File: config.mk
export PLATFORM = sky130hd
export DESIGN_NAME = hop_controller
export DESIGN_NICKNAME = d
export VERILOG_FILES = /design/src/rtl/crossy_pkg.sv /design/src/rtl/hop_decode.sv /design/src/rtl/hop_controller.sv
export SDC_FILE = /design/constraint.sdc
export NUM_CORES = 1
export LEC_CHECK = 0
export BUFFER_PORTS_ARGS = -buffer_cell sky130_fd_sc_hd__buf_2
export CAP_MARGIN = 0
export CORE_MARGIN = 3
export CORE_UTILIZATION = 55
export CTS_CLUSTER_DIAMETER = 120
export CTS_CLUSTER_SIZE = 12
export DETAILED_ROUTE_END_ITERATION = 8
export GPL_TIMING_DRIVEN = 0
export PLACE_DENSITY = 0.77
export SYNTH_ARGS = -nofsm -noshare
export SYNTH_HDL_FRONTEND = slang
export SYNTH_SLANG_ARGS = --single-unit
File: constraint.sdc
create_clock -name clk -period 7.2 [get_ports clk]
set_input_delay 1.08 -clock clk [delete_from_list [all_inputs] [get_ports clk]]
set_output_delay 1.08 -clock clk [all_outputs]
set_load 0.05 [all_outputs]
File: src/rtl/crossy_pkg.sv
// Shared types and grid defaults for the crossy-roads player logic.
// The hop FSM states and decoded move directions live here so the renderer can reuse them.
package crossy_pkg;

    typedef enum logic [1:0] {
        READY,
        LOCK,
        DEAD,
        WON
    } hop_state_e;

    typedef enum logic [2:0] {
        DIR_NONE,
        DIR_UP,
        DIR_DOWN,
        DIR_LEFT,
        DIR_RIGHT
    } dir_e;

    localparam int unsigned GRID_ROWS     = 16;
    localparam int unsigned GRID_COLS     = 16;
    localparam int unsigned GRID_START_COL = 8;
    localparam int unsigned HOP_COOLDOWN  = 4;

    // Number of move pulses asserted together; anything other than one is not a move.
    function automatic int unsigned pulseCount(input logic [3:0] pulses);
        int unsigned n;
        n = 0;
        for (int i = 0; i < 4; i++) begin
            n += {31'd0, pulses[i]};
        end
        return n;
    endfunction

endpackage

File: src/rtl/hop_decode.sv
// Turns the four single-cycle button pulses into one move direction.
// Zero or several simultaneous pulses decode to DIR_NONE.
module hop_decode
    import crossy_pkg::*;
(
    input  logic up_p_i,
    input  logic down_p_i,
    input  logic left_p_i,
    input  logic right_p_i,
    output dir_e dir_o
);

    logic [3:0] pulses;

    assign pulses = {up_p_i, down_p_i, left_p_i, right_p_i};

    always_comb begin
        dir_o = DIR_NONE;
        if (pulseCount(pulses) == 1) begin
            if (up_p_i) begin
                dir_o = DIR_UP;
            end else if (down_p_i) begin
                dir_o = DIR_DOWN;
            end else if (left_p_i) begin
                dir_o = DIR_LEFT;
            end else begin
                dir_o = DIR_RIGHT;
            end
        end
    end

endmodule

File: src/rtl/hop_controller.sv
// Player position tracker for the crossy-roads grid: bounds-checked hops,
// a post-hop cooldown, and freezing on collision or on reaching the goal row.
module hop_controller
    import crossy_pkg::*;
#(
    parameter int unsigned ROWS      = GRID_ROWS,
    parameter int unsigned COLS      = GRID_COLS,
    parameter int unsigned START_COL = GRID_START_COL,
    parameter int unsigned COOLDOWN  = HOP_COOLDOWN
) (
    input  logic                    clk,
    input  logic                    reset,
    input  logic                    up_p_i,
    input  logic                    down_p_i,
    input  logic                    left_p_i,
    input  logic                    right_p_i,
    input  logic                    hit_i,
    input  logic                    restart_i,
    output logic [$clog2(ROWS)-1:0] row_o,
    output logic [$clog2(COLS)-1:0] col_o,
    output logic                    moved_o,
    output logic                    win_o,
    output logic                    dead_o
);

    localparam int unsigned RW = $clog2(ROWS);
    localparam int unsigned CLW = $clog2(COLS);
    localparam int unsigned CW = (COOLDOWN > 0) ? $clog2(COOLDOWN + 1) : 1;

    localparam logic [RW-1:0]  ROW_LAST  = RW'(ROWS - 1);
    localparam logic [CLW-1:0] COL_LAST  = CLW'(COLS - 1);
    localparam logic [CLW-1:0] COL_START = CLW'(START_COL);
    localparam logic [CW-1:0]  CNT_LOAD  = CW'(COOLDOWN);

    hop_state_e     state_q;
    logic [RW-1:0]  row_q;
    logic [CLW-1:0] col_q;
    logic [CW-1:0]  cnt_q;
    logic           moved_q;
    logic           win_q;
    logic           dead_q;

    logic [RW-1:0]  row_d;
    logic [CLW-1:0] col_d;
    logic           inBounds;
    dir_e           dir;

    hop_decode u_decode (
        .up_p_i    (up_p_i),
        .down_p_i  (down_p_i),
        .left_p_i  (left_p_i),
        .right_p_i (right_p_i),
        .dir_o     (dir)
    );

    // Candidate landing cell; a move that would leave the grid is simply not in bounds.
    always_comb begin
        row_d    = row_q;
        col_d    = col_q;
        inBounds = 1'b0;
        case (dir)
            DIR_UP: begin
                if (row_q != '0) begin
                    row_d    = row_q - RW'(1);
                    inBounds = 1'b1;
                end
            end
            DIR_DOWN: begin
                if (row_q != ROW_LAST) begin
                    row_d    = row_q + RW'(1);
                    inBounds = 1'b1;
                end
            end
            DIR_LEFT: begin
                if (col_q != '0) begin
                    col_d    = col_q - CLW'(1);
                    inBounds = 1'b1;
                end
            end
            DIR_RIGHT: begin
                if (col_q != COL_LAST) begin
                    col_d    = col_q + CLW'(1);
                    inBounds = 1'b1;
                end
            end
            default: begin
            end
        endcase
    end

    // LOCK leaves on the edge where the counter is at one, so the next edge accepts again.
    always_ff @(posedge clk) begin
        if (reset) begin
            state_q <= READY;
            row_q   <= ROW_LAST;
            col_q   <= COL_START;
            cnt_q   <= '0;
            moved_q <= 1'b0;
            win_q   <= 1'b0;
            dead_q  <= 1'b0;
        end else begin
            moved_q <= 1'b0;
            win_q   <= 1'b0;
            if (restart_i) begin
                state_q <= READY;
                row_q   <= ROW_LAST;
                col_q   <= COL_START;
                cnt_q   <= '0;
                dead_q  <= 1'b0;
            end else if (hit_i && (state_q == READY || state_q == LOCK)) begin
                state_q <= DEAD;
                cnt_q   <= '0;
                dead_q  <= 1'b1;
            end else begin
                case (state_q)
                    READY: begin
                        if (inBounds) begin
                            row_q   <= row_d;
                            col_q   <= col_d;
                            moved_q <= 1'b1;
                            if (row_d == '0) begin
                                win_q   <= 1'b1;
                                state_q <= WON;
                            end else if (COOLDOWN > 0) begin
                                state_q <= LOCK;
                                cnt_q   <= CNT_LOAD;
                            end
                        end
                    end
                    LOCK: begin
                        if (cnt_q <= CW'(1)) begin
                            state_q <= READY;
                            cnt_q   <= '0;
                        end else begin
                            cnt_q <= cnt_q - CW'(1);
                        end
                    end
                    default: begin
                    end
                endcase
            end
        end
    end

    assign row_o   = row_q;
    assign col_o   = col_q;
    assign moved_o = moved_q;
    assign win_o   = win_q;
    assign dead_o  = dead_q;

endmodule

# Yosys cells after proc, flatten, opt, wreduce, memory -nomap -nowiden
# Cells that the tools add are included.
[op_classes]
n_eq_ne = 15
n_reduce_logical = 18
n_lt_le_gt_ge = 1
add_sub_neg = 8
bitwise = 3
n_mux = 26
[ops]
columns = ["op", "n"]
rows = [
  ["$add 32x1->32", 2],
  ["$eq 32x1->1 const B", 1],
  ["$mux 3", 7],
  ["$mux 4", 4],
  ["$pmux 4 s2", 2],
  ["$reduce_and 3->1", 4],
  ["$add 4x1->4 const B", 2],
  ["$mux 2", 4],
  ["$ne 2x2->1 const B", 4],
  ["$ne 4x4->1 const B", 2],
  ["$reduce_bool 4->1", 2],
  ["$sub 4x1->4 const B", 2],
  ["$eq 3x2->1 const B", 2],
  ["$mux 1", 6],
  ["$pmux 3 s2", 1],
  ["$reduce_and 6->1", 1],
  ["$reduce_or 5->1", 1],
  ["$logic_not 4->1", 1],
  ["$pmux 1 s4", 1],
  ["$pmux 2 s2", 1],
  ["$reduce_bool 2->1", 2],
  ["$reduce_or 4->1", 1],
  ["$eq 3x1->1 const B", 1],
  ["$eq 3x3->1 const B", 1],
  ["other kinds (14)", 16],
]
[word_totals]
reg_bits = 16
inputBits = 8
elab_cells = 79

# Depth between registers and ports, before layout
# Gate-level depths: netlist (run 1).
[logic_depth]
depth_word = 12
ltp_mapped = 15

# By module
# A second synthesis (run 1) with hierarchy kept.
[hier_totals]
cells_unflattened = 148
hier_area_um2 = 1218.7
[by_module_without_submodules]
columns = ["module", "seq_area_each_um2", "cells_per_inst", "instances", "area_per_inst_um2"]
rows = [
  ["hop_controller", 320.3, 133, 1, 1108.6],
  ["hop_decode", 0.0, 15, 1, 110.1],
]

# Worst setup path before layout (run 1)
# Ideal clock, no wire load.
[synth_path]
kind = "input port to flip-flop"
startpoint = "input port left_p_i"
endpoint = "register col_q[3], in the netlist col_o[3]"
slack_ns = 3.176
required_ns = 7.072
stages = 15
setup_time_ns = 0.128
t_arrival_ns = 3.896
path_buffers = 1
path_cell_list = "ha_1 inv_1 fa_1 inv_1 ha_1 or3_4 buf_6 nor4_1 inv_1 ha_1 a21o_1 a21oi_1 xnor2_1 nor3_1 nand3b_1"
[synth_via]
elab_chain_cells = 8
word_cells_on_any_way = 18
cone_classes = "add/sub (3); eq/ne (7); mux (6); reduce/logical (2)"
[synth_rtl]
columns = ["element", "line", "rtl"]
rows = [
  ["start: declaration", "hop_controller.sv:15", "input logic left_p_i,"],
  ["$add 1x1->2", "crossy_pkg.sv:30", "n += {31'd0, pulses[i]};"],
  ["$add 32x1->32 (2 in a row)", "crossy_pkg.sv:30", ""],
  ["$eq 32x1->1", "hop_decode.sv:19", "if (pulseCount(pulses) == 1) begin"],
  ["$mux 3 *", "hop_decode.sv:19", ""],
  ["$eq 3x3->1, or another cell as far along", "hop_controller.sv:61", "case (dir)"],
  ["$pmux 1 s4, or another cell as far along", "hop_controller.sv:61", ""],
  ["$reduce_and 6->1 (no source line)", "--", ""],
  ["end signal: assignment", "hop_controller.sv:119", "col_q <= col_d;"],
  ["end: declaration", "hop_controller.sv:37", "logic [CLW-1:0] col_q;"],
]
# Every way passes the cells marked *; elsewhere a longest branch is shown, timed or not.
# A chain may end at the register's enable or synchronous reset.

# Worst setup path in the final report (run 1)
# Same ends and word-level chain as after synthesis.

==> run summary, run 1 <==
clock sinks: 16
Root Buffer: clkbuf_4
routability cong.: 0.854
sequential cell area fraction in the yosys report: 24.8%
number of port buffers: 17
required time of the worst setup path: 7.37 ns
Ports: 19
Final Critical Period: 3.99 ns
Clock Latency Late Sink: 0.29 ns
Synth async-reset ratio: 0%
fmax: 250 MHz
setup bufs post-CTS: 0
Die Height: 54.5 µm
vias per inst: 6.04
TritonCTS clock tree: built
grt ovf: 0
Mapped Cells: 149
# DRC: 0
unrepaired setup endpoints after global routing: false
largest net degree at the start of global routing: 11
EDFF count, synth: 0
GRT Total Usage: 21.5%
area occupied by multi-input gates: 863 µm²
Finish-stage setup viols: 0
Yosys cell types: 55
most common cell in the netlist: dfxtp_1
main flop type after synthesis: dfxtp_1
number of global-route vias before repair: 1056
cell taking the most area after synthesis: dfxtp_1
Die Area: 2970 µm²
Die Width: 54.5 µm
area delta synth->final: 12.0%
first-pass GRT wire length: 4690 µm
FF+latch count, synth: 16
Total Wirelength: 2650 µm
status: complete, no violations
final worst-path cycle share: 55.4%
max-slew violation total from the final report: 0
worst hold path type: flop to flop
crit end category: flop
Least-Margin Pin Slew: 0.805 ns
Syn Area/Cell: 8.67 µm²
Pwr Total: 196 µW
Leakage: 0.595 nW
Net count, final: 189
PwrDens: 136 nW/µm²
Data arrival, critical path: 4.17 ns
1st-iter DRT viols: 25
Final ANT Viol Nets: 0
drt wl/cell: 13.4 µm
Critical Path Fanout Max: 8
DPL Wire Length: 1990 µm
initial core utilization: 62.0%
Slew HR: 45.9%
FF+latch area: 320 µm²
CTS max path bufs: 2
skew final: 0.00661 ns
Syn Nets: 167
crit path launch type: input port
Antenna diodes: 0
H-tree levels: 1
DRT Pass-1 Iters: 4
Final Hold Viols: 0
Yosys warning total: 0
layout cells sized above 1: 25.9%
via count: 1189
Core ar.: 2080 µm²
# hold bufs at CTS: 0
setup TNS: 0 ns
CTS Buf Count: 3
crit-path max cell delay: 0.39 ns
fill count: 166
Setup CP Type: input port to flop
critical-path cell list: buf_2 -> ha_1 -> inv_1 -> fa_1 -> inv_1 -> ha_1 -> or3_4 -> buf_6 -> nor4_1 -> inv_1 -> ha_1 -> a21o_1 -> a21oi_1 -> xnor2_1 -> nor3_1 -> nand3b_1
Worst-path clk slew: 0.10 ns
post-CTS resize count: 0
initial antenna violation count: 0
# Max-Cap Violations: 0
slowest cell on the critical path: or3_4
post-synth top area share: 24.8%
peak supply drop: 0.123 mV
largest cells by area after synthesis: dfxtp_1 (25%), ha_1 (7.8%), nor3_1 (3.9%)
mapped cell area: 1290 µm²
commonest cells in the netlist: dfxtp_1 (16), nor2_1 (12), inv_1 (10), nor3_1 (10), a21oi_1 (9)
row count: 16
-- path summary, 6_finish.rpt --
check                                           start                    end  slack (ns)  cells past startpoint
worst max register to register  row_o[0]$_SDFFE_PP1P_  row_o[1]$_SDFFE_PP1P_        4.82                      7
worst max-delay path                         left_p_i  col_o[3]$_SDFFE_PP1P_        3.21                     16
worst min register to register    dead_o$_SDFFE_PP0P_    dead_o$_SDFFE_PP0P_        0.47                      2
worst min-delay path              dead_o$_SDFFE_PP0P_    dead_o$_SDFFE_PP0P_        0.47                      2
-- layout make-up --
cell class                 instances  area share (%)
clock buffer                       4            2.51
timing repair buffer              17            5.88
inverter                          10            2.60
multi-input combinational        114            59.7
tap                               27            2.34
buffer                             9            4.84
sequential                        16            22.1
-- where the power goes --
part	internal [mW]	switching [mW]	leakage [nW]
clock network	0.0308	0.0286	0.0210
logic	0.0181	0.0273	0.444
registers	0.0900	0.00112	0.130
total	0.139	0.0571	0.595
-- through the flow --
| stage | cells | cell area (µm²) | setup WS, ns | hold slack [ns] | util (%) |
|---|---|---|---|---|---|
| after floorplan | 149 | 1290 | 3.18 | 0.553 | - |
| after global placement | 193 | 1410 | 2.92 | 0.449 | 67.7 |
| after detailed placement | 193 | 1410 | 2.87 | 0.458 | 67.7 |
| after CTS | 197 | 1450 | 3.19 | 0.483 | 69.5 |
| after global routing | 197 | 1450 | 2.88 | 0.491 | 69.5 |
| final | 197 | 1450 | 3.21 | 0.473 | 69.5 |
-- metal layers --
layer  wire, µm  track usage, %
met4         41            8.30
met1       1230            28.0
met2       1240            34.1
met3        139            5.18
met5          0               0
-- critical path, delay by kind of cell --
family / cells / cell delay, ns
adders and majority gates: 4 / 1.15
and+or+nand+nor: 4 / 0.93
buffers and inverters: 5 / 0.52
AOI/OAI and AO/OA: 2 / 0.33
xor gates and xnor gates: 1 / 0.15
-- flip-flops by register name, indices dropped and copies added, names as in the netlist --
signal / count
win_o: 1
cnt_q: 3
dead_o: 1
moved_o: 1
col_o: 4
state_q: 2
row_o: 4
-- cells in the final DEF (no fill, tap or decap), drive strengths merged, types with 2 or more instances in the layout --
master and n:
buf 23, dfxtp 16, nor2 12, inv 10, nor3 10, a21oi 9, ha 8, o21ai 8
clkbuf 7, nand2 6, or3 5, o211ai 5, nand3b 3, mux2i 3, and4 3, xnor2 3
nand3 3, nor4 2, a21o 2, nand2b 2, nand4 2, fa 2, a211oi 2, and2 2
a221oi 2, o31ai 2
-- cells by family (layout without fill, tap and decap cells) --
group / count (synthesis) / in the layout / share of synthesized area, %
AND/OR/NAND/NOR: 57 / 57 / 26.1
AO/OA/AOI/OAI: 41 / 41 / 25.6
buffers and inverters: 19 / 40 / 8.33
flip-flops: 16 / 16 / 24.8
adder cells (fa/ha/maj): 10 / 10 / 10.9
XOR/XNOR: 3 / 3 / 2.04
multiplexers: 3 / 3 / 2.33
Power figures use the tool's default switching activity.
==> run 2: changes to the inputs <==
--- a/config.mk
+++ b/config.mk
@@ -8,12 +8,12 @@
 export BUFFER_PORTS_ARGS = -buffer_cell sky130_fd_sc_hd__buf_2
 export CAP_MARGIN = 0
 export CORE_MARGIN = 3
-export CORE_UTILIZATION = 55
+export CORE_UTILIZATION = 51
 export CTS_CLUSTER_DIAMETER = 120
 export CTS_CLUSTER_SIZE = 12
 export DETAILED_ROUTE_END_ITERATION = 8
 export GPL_TIMING_DRIVEN = 0
-export PLACE_DENSITY = 0.77
+export PLACE_DENSITY = 0.75
 export SYNTH_ARGS = -nofsm -noshare
 export SYNTH_HDL_FRONTEND = slang
 export SYNTH_SLANG_ARGS = --single-unit
==> constraint.sdc (replaced) <==
create_clock -name clk -period 3.54 [get_ports clk]
set_input_delay 0.531 -clock clk [delete_from_list [all_inputs] [get_ports clk]]
set_output_delay 0.531 -clock clk [all_outputs]
set_load 0.05 [all_outputs]
==> run 2 against run 1 <==
Utilization down 5.8 points; clock skew is 0.0047 ns lower; final cell count up 0.51%; die area is 6.9% higher; sequential cell count unchanged; critical endpoint unchanged.
==> run summary, run 2 (synthesized netlist as in run 1, its figures left out) <==
status: complete, no violations
Die Height: 56.3 µm (+3.4%)
Data arrival, critical path: 3.48 ns (-0.69 ns)
skew final: 0.00189 ns (-0.00471 ns)
number of port buffers: 17 (unchanged)
Finished Cell Area: 1460 µm² (+1.1%)
hold path depth: 2 (unchanged)
Pwr Total: 401 µW (+100%)
Placed Area: 1410 µm² (about the same)
# DRC: 0 (unchanged)
CTS max path bufs: 2 (unchanged)
Crit Reg-Reg Endpoint: row_o[1]$_SDFFE_PP1P_
drt wl/cell: 14.2 µm (+5.9%)
Die Area: 3170 µm² (+6.9%)
Worst Hold Launch: dead_o$_SDFFE_PP0P_
fill count: 220 (+33%)
crit end category: flop
row count: 17 (+1)
Final Hold Viols: 0 (unchanged)
Setup CP Type: input port to flop
largest net degree at the start of global routing: 11 (unchanged)
final worst-path cycle share: 93.8%
Net count, final: 189 (unchanged)
DRT Pass-1 Iters: 4 (unchanged)
Total Wirelength: 2820 µm (+6.5%)
Clock Latency Late Sink: 0.29 ns (about the same)
DPL Wire Length: 2170 µm (+9.1%)
max-slew violation total from the final report: 0 (unchanged)
required time of the worst setup path: 3.70 ns (-3.67 ns)
worst reg2reg setup slack: 1.28 ns (-3.54 ns)
Worst-path clk slew: 0.09 ns (about the same)
worst hold path type: flop to flop
Root Buffer: clkbuf_4
# hold bufs at CTS: 0 (unchanged)
initial core utilization: 56.2% (-5.8 points)
Slew HR: 41.5% (-4.4 points)
launching point of the worst reg2reg path: row_o[0]$_SDFFE_PP1P_
PwrDens: 274 nW/µm² (+100%)
Antenna diodes: 0 (unchanged)
clock sinks: 16 (unchanged)
most common cell after layout, fill and taps aside: buf_2
Critical Path Fanout Max: 8 (unchanged)
Hold EP: dead_o$_SDFFE_PP0P_
Ports: 19 (unchanged)
routability cong.: 0.796 (-6.7%)
fmax: 301 MHz
unrepaired setup endpoints after global routing: false
area delta synth->final: 13.3%
r2r worst-path depth: 7 (unchanged)
layout cells sized above 1: 26.5% (+0.59 points)
CTS Buf Count: 3 (unchanged)
Hold WS: 0.500 ns (+0.0265 ns)
via count: 1193 (+0.34%)
setup TNS: 0 ns (unchanged)
first-pass GRT wire length: 4890 µm (+4.4%)
TritonCTS clock tree: built
most frequent cells in the layout: buf_2 (18), dfxtp_1 (16), nor2_1 (12)
# Max-Cap Violations: 0 (unchanged)
Finish-stage setup viols: 0 (unchanged)
grt ovf: 0 (unchanged)
Least-Margin Pin Slew: 0.870 ns (+0.0658 ns)
peak supply drop: 0.241 mV (+97%)
Finished Core Util: 63.7% (-5.8 points)
vias per inst: 6.03 (-0.17%)
H-tree levels: 1 (unchanged)
number of global-route vias before repair: 1145 (+8.4%)
initial antenna violation count: 0 (unchanged)
Final Critical Period: 3.32 ns
crit path launch type: input port
Leakage: 0.597 nW (+0.38%)
1st-iter DRT viols: 23 (-8.0%)
Die Width: 56.3 µm (+3.4%)
GRT Total Usage: 18.5% (-3.0 points)
Final ANT Viol Nets: 0 (unchanged)
Core ar.: 2300 µm² (+10%)
## run 2: cell types whose count changed in the layout (fill, tap and decap cells not counted)
| cell | change |
|---|---|
| nor4_1 | -1 |
| nor4_4 | +1 |
## run 2: power by group
| part | internal [mW] | switching (mW) |
|---|---|---|
| logic | 0.0374 | 0.0589 |
| clock network | 0.0627 | 0.0562 |
| registers | 0.183 | 0.00242 |
| total | 0.283 | 0.117 |
## run 2: layer usage
metal / track usage (%) / routed length (µm) / up-vias
li1: - / - / 599
met1: 23.4 / 1280 / 558
met2: 31.7 / 1400 / 34
met3: 4.83 / 130 / 2
met4: 3.73 / 9 / 0
met5: 0 / 0 / -
## run 2: worst max path at each step
| stage | cells after the start | to | start | slack [ns] |
|---|---|---|---|---|
| final | 16 | col_o[3]$_SDFFE_PP1P_ | left_p_i | 0.22 |
| after global routing | 16 | col_o[3]$_SDFFE_PP1P_ | left_p_i | 0.05 |
| after CTS | 16 | col_o[3]$_SDFFE_PP1P_ | left_p_i | 0.04 |
| after detailed placement | 16 | col_o[3]$_SDFFE_PP1P_ | left_p_i | -0.28 |
| after global placement | 16 | col_o[3]$_SDFFE_PP1P_ | left_p_i | -0.19 |
| after floorplan | 15 | col_o[3]$_SDFFE_PP1P_ | left_p_i | 0.06 |
## run 2: per-stage QoR
step | setup slack, ns | cells
2_1_floorplan | 0.0647 | 149
3_3_place_gp | -0.190 | 194
3_5_place_dp | -0.278 | 194
4_1_cts | 0.0373 | 198
5_1_grt | 0.0528 | 198
6_report | 0.221 | 198
## run 2: repair_timing
item | CTS | global route
setup buffers | 0 | 0
resized for setup | 0 | 2
endpoints found under the setup margin | 0 | 1
## run 2: worst max-delay path, stage by stage
cell,delay (ns)
buf_2,0.13
ha_1,0.28
inv_1,0.05
fa_1,0.34
inv_1,0.06
ha_1,0.23
or3_4,0.39
buf_6,0.15
nor4_4,0.16
inv_1,0.13
ha_1,0.29
a21o_1,0.17
a21oi_1,0.18
xnor2_1,0.16
nor3_1,0.06
nand3b_1,0.15
## run 2: area by class of cell
class / count / area [µm²] / share of cell area [%]
Timing Repair Buffer: 17 / 85.1 / 5.82
Clock buffer: 4 / 36.3 / 2.48
Inverter: 10 / 37.5 / 2.57
Tap cell: 28 / 35.0 / 2.40
Buffer: 9 / 70.1 / 4.79
Sequential cell: 16 / 320 / 21.9
Multi-Input combinational cell: 114 / 878 / 60.1
==> run 3: changes to the inputs <==
--- a/config.mk
+++ b/config.mk
@@ -7,7 +7,6 @@
 export LEC_CHECK = 0
 export BUFFER_PORTS_ARGS = -buffer_cell sky130_fd_sc_hd__buf_2
 export CAP_MARGIN = 0
-export CORE_MARGIN = 3
 export CORE_UTILIZATION = 51
 export CTS_CLUSTER_DIAMETER = 120
 export CTS_CLUSTER_SIZE = 12
==> constraint.sdc (replaced) <==
create_clock -name clk -period 2.82 [get_ports clk]
set_input_delay 0.423 -clock clk [delete_from_list [all_inputs] [get_ports clk]]
set_output_delay 0.423 -clock clk [all_outputs]
set_load 0.05 [all_outputs]
==> run 3 against run 2 <==
The flow now finishes with violations (setup timing); combinational power up 42%; final area up 6.8%; sequential power up 25%; clock-buffer cell count down 1; hold slack worse by 0.073 ns; sequential share of layout area down 1.4 points; clock skew up 0.0027 ns; non-clock buffer count up 3; power up 21%; sequential cell count unchanged; clock power down 3%; setup slack worse by 0.25 ns.
==> run summary, run 3 (synthesized netlist as in run 1, its figures left out) <==
Finished Core Util: 68.0% (+4.3 points)
fill count: 192 (-13%)
DPL Wire Length: 2150 µm (-0.88%)
Die Width: 52.3 µm (-7.1%)
Core ar.: 2300 µm² (unchanged)
Setup CP Type: input port to flop
Leakage: 0.627 nW (+5.1%)
crit-path max cell delay: 0.38 ns (about the same)
initial antenna violation count: 0 (unchanged)
Layout Cells excl Fill: 200 (+1.0%)
Sw Share: 30.7% (+1.3 points)
slowest cell on the critical path: or3_4
Pint: 336 µW (+19%)
row count: 17 (unchanged)
sequential power share: 48.1% (+1.8 points)
launching point of the worst reg2reg path: row_o[0]$_SDFFE_PP1P_
Final Hold Viols: 0 (unchanged)
hold path depth: 3 (+1)
final worst-path cycle share: 101%
NetSw: 149 µW (+27%)
Data arrival, critical path: 3.01 ns (-0.47 ns)
r2r worst-path depth: 7 (unchanged)
routability cong.: 0.777 (-2.4%)
Hold EP: state_q[1]$_SDFFE_PP0P_
number of port buffers: 17 (unchanged)
Crit Reg-Reg Endpoint: row_o[1]$_SDFFE_PP1P_
Final Critical Period: 2.85 ns
max-slew violation total from the final report: 0 (unchanged)
worst reg2reg setup slack: 0.60 ns (-0.68 ns)
Least-Margin Pin Slew: 0.835 ns (-0.0358 ns)
Antenna diodes: 0 (unchanged)
clock sinks: 16 (unchanged)
most frequent cells in the layout: buf_2 (16), dfxtp_1 (16), nor2_1 (12)
skew final: 0.00455 ns (+0.00266 ns)
Critical Path Fanout Max: 3 (-5)
crit end category: flop
Hold WS: 0.427 ns (-0.0732 ns)
status: finished with violations
DRT Pass-1 Iters: 4 (unchanged)
peak supply drop: 0.328 mV (+36%)
via count: 1226 (+2.8%)
Finish-stage setup viols: 1 (+1)
layout cells sized above 1: 34.3% (+7.8 points)
FF+latch area: 320 µm² (unchanged)
crit path launch type: input port
vias per inst: 6.13 (+1.7%)
H-tree levels: 1 (unchanged)
Worst-path clk slew: 0.09 ns (about the same)
largest net degree at the start of global routing: 11 (unchanged)
Slew HR: 43.9% (+2.4 points)
Total Wirelength: 2930 µm (+4.1%)
# DRC: 0 (unchanged)
GRT Total Usage: 25.4% (+6.9 points)
# hold bufs at CTS: 0 (unchanged)
Net count, final: 192 (+1.6%)
area delta synth->final: 20.9%
drt wl/cell: 14.7 µm (+3.1%)
Buffers & Inverters on Critical Path: 4 (-1)
failing checks: setup timing
1st-iter DRT viols: 41 (+78%)
Top delay family on crit path: adder cells
setup slack after layout: -0.0285 ns (-0.250 ns)
# Max-Cap Violations: 0 (unchanged)
Final ANT Viol Nets: 0 (unchanged)
first-pass GRT wire length: 5190 µm (+6.1%)
Clock power frac: 23.8% (-5.9 points)
CTS max path bufs: 2 (unchanged)
Root Buffer: clkbuf_4
fmax: 351 MHz
Worst Hold Launch: hit_i
grt ovf: 0 (unchanged)
Die Height: 52.3 µm (-7.1%)
required time of the worst setup path: 2.98 ns (-0.72 ns)
area occupied by multi-input gates: 952 µm² (+8.4%)
CTS Buf Count: 3 (unchanged)
Logic pwr share: 28.2% (+4.2 points)
Ports: 19 (unchanged)
unrepaired setup endpoints after global routing: true
critical-path cell list: buf_8 -> ha_4 -> inv_2 -> fa_2 -> inv_2 -> ha_4 -> or3_4 -> nor4_4 -> inv_2 -> ha_4 -> a21o_1 -> a21oi_2 -> xnor2_2 -> nor3_1 -> nand3b_1
Die Area: 2740 µm² (-14%)
worst hold path type: input port to flop
TritonCTS clock tree: built
Clock Latency Late Sink: 0.28 ns (about the same)
PwrDens: 311 nW/µm² (+13%)
number of global-route vias before repair: 1193 (+4.2%)
initial core utilization: 56.2% (unchanged)
Inst Count DP: 194 (unchanged)
run 3: changes by cell type in the layout (fill, tap and decap cells not counted), moves of 2 or more:
cell     change
xnor2_2      +2
buf_2        -2
buf_4        +3
xnor2_1      -2
inv_2        +3
inv_1        -3
ha_4         +4
fa_1         -2
ha_1         -4
fa_2         +2
run 3: routing by layer:
layer | vias to the layer above | wire length [µm] | GRT usage [%]
li1 | 604 | - | -
met1 | 576 | 1300 | 29.5
met2 | 40 | 1480 | 44.9
met3 | 6 | 124 | 7.83
met4 | 0 | 26 | 6.14
met5 | - | 0 | 0
run 3: power by group through the flow:
stage	clock network, mW	registers, mW	logic [mW]
3_5_place_dp	0	0.238	0.123
2_1_floorplan	0	0.247	0.0865
6_report	0.115	0.233	0.137
5_1_grt	0.129	0.234	0.149
3_3_place_gp	0	0.238	0.119
4_1_cts	0.120	0.233	0.131
run 3: cell type report:
| cell class | count | area share (%) |
|---|---|---|
| tap | 28 | 2.24 |
| timing repair buffer | 21 | 8.65 |
| clock buffer | 3 | 1.44 |
| buffer | 8 | 3.77 |
| multi-input combinational | 114 | 61.0 |
| inverter | 10 | 2.40 |
| sequential | 16 | 20.5 |
run 3: worst max-delay path by stage:
| stage | to | start | depth (start not counted) | slack [ns] |
|---|---|---|---|---|
| floorplan | col_o[3]$_SDFFE_PP1P_ | right_p_i | 15 | -0.35 |
| global placement | col_o[3]$_SDFFE_PP1P_ | left_p_i | 16 | -0.60 |
| detailed placement | col_o[3]$_SDFFE_PP1P_ | left_p_i | 16 | -0.65 |
| CTS | col_o[3]$_SDFFE_PP1P_ | left_p_i | 15 | 0.03 |
| global route | col_o[3]$_SDFFE_PP1P_ | left_p_i | 15 | -0.17 |
| finish | col_o[3]$_SDFFE_PP1P_ | left_p_i | 15 | -0.03 |
run 3: timing repair:
action | 4_1_cts | 5_1_grt
gates resized for setup | 9 | 3
setup endpoints to repair | 2 | 9
setup buffers | 5 | 0
pin swaps | 12 | 0
run 3: per-stage QoR:
stage	TNS, ns	power, mW	setup slack, ns	area [µm²]
final	-0.0285	0.485	-0.0285	1560
after global routing	-0.724	0.511	-0.170	1560
after CTS	0	0.485	0.0261	1550
after detailed placement	-3.49	0.362	-0.646	1450
after global placement	-2.87	0.357	-0.597	1450
after floorplan	-0.392	0.333	-0.352	1330
run 3: tightest hold or removal path: cells and delay by family:
family                 cells  cell delay [ns]
AO/OA/AOI/OAI              2             0.15
buffers and inverters      1             0.11
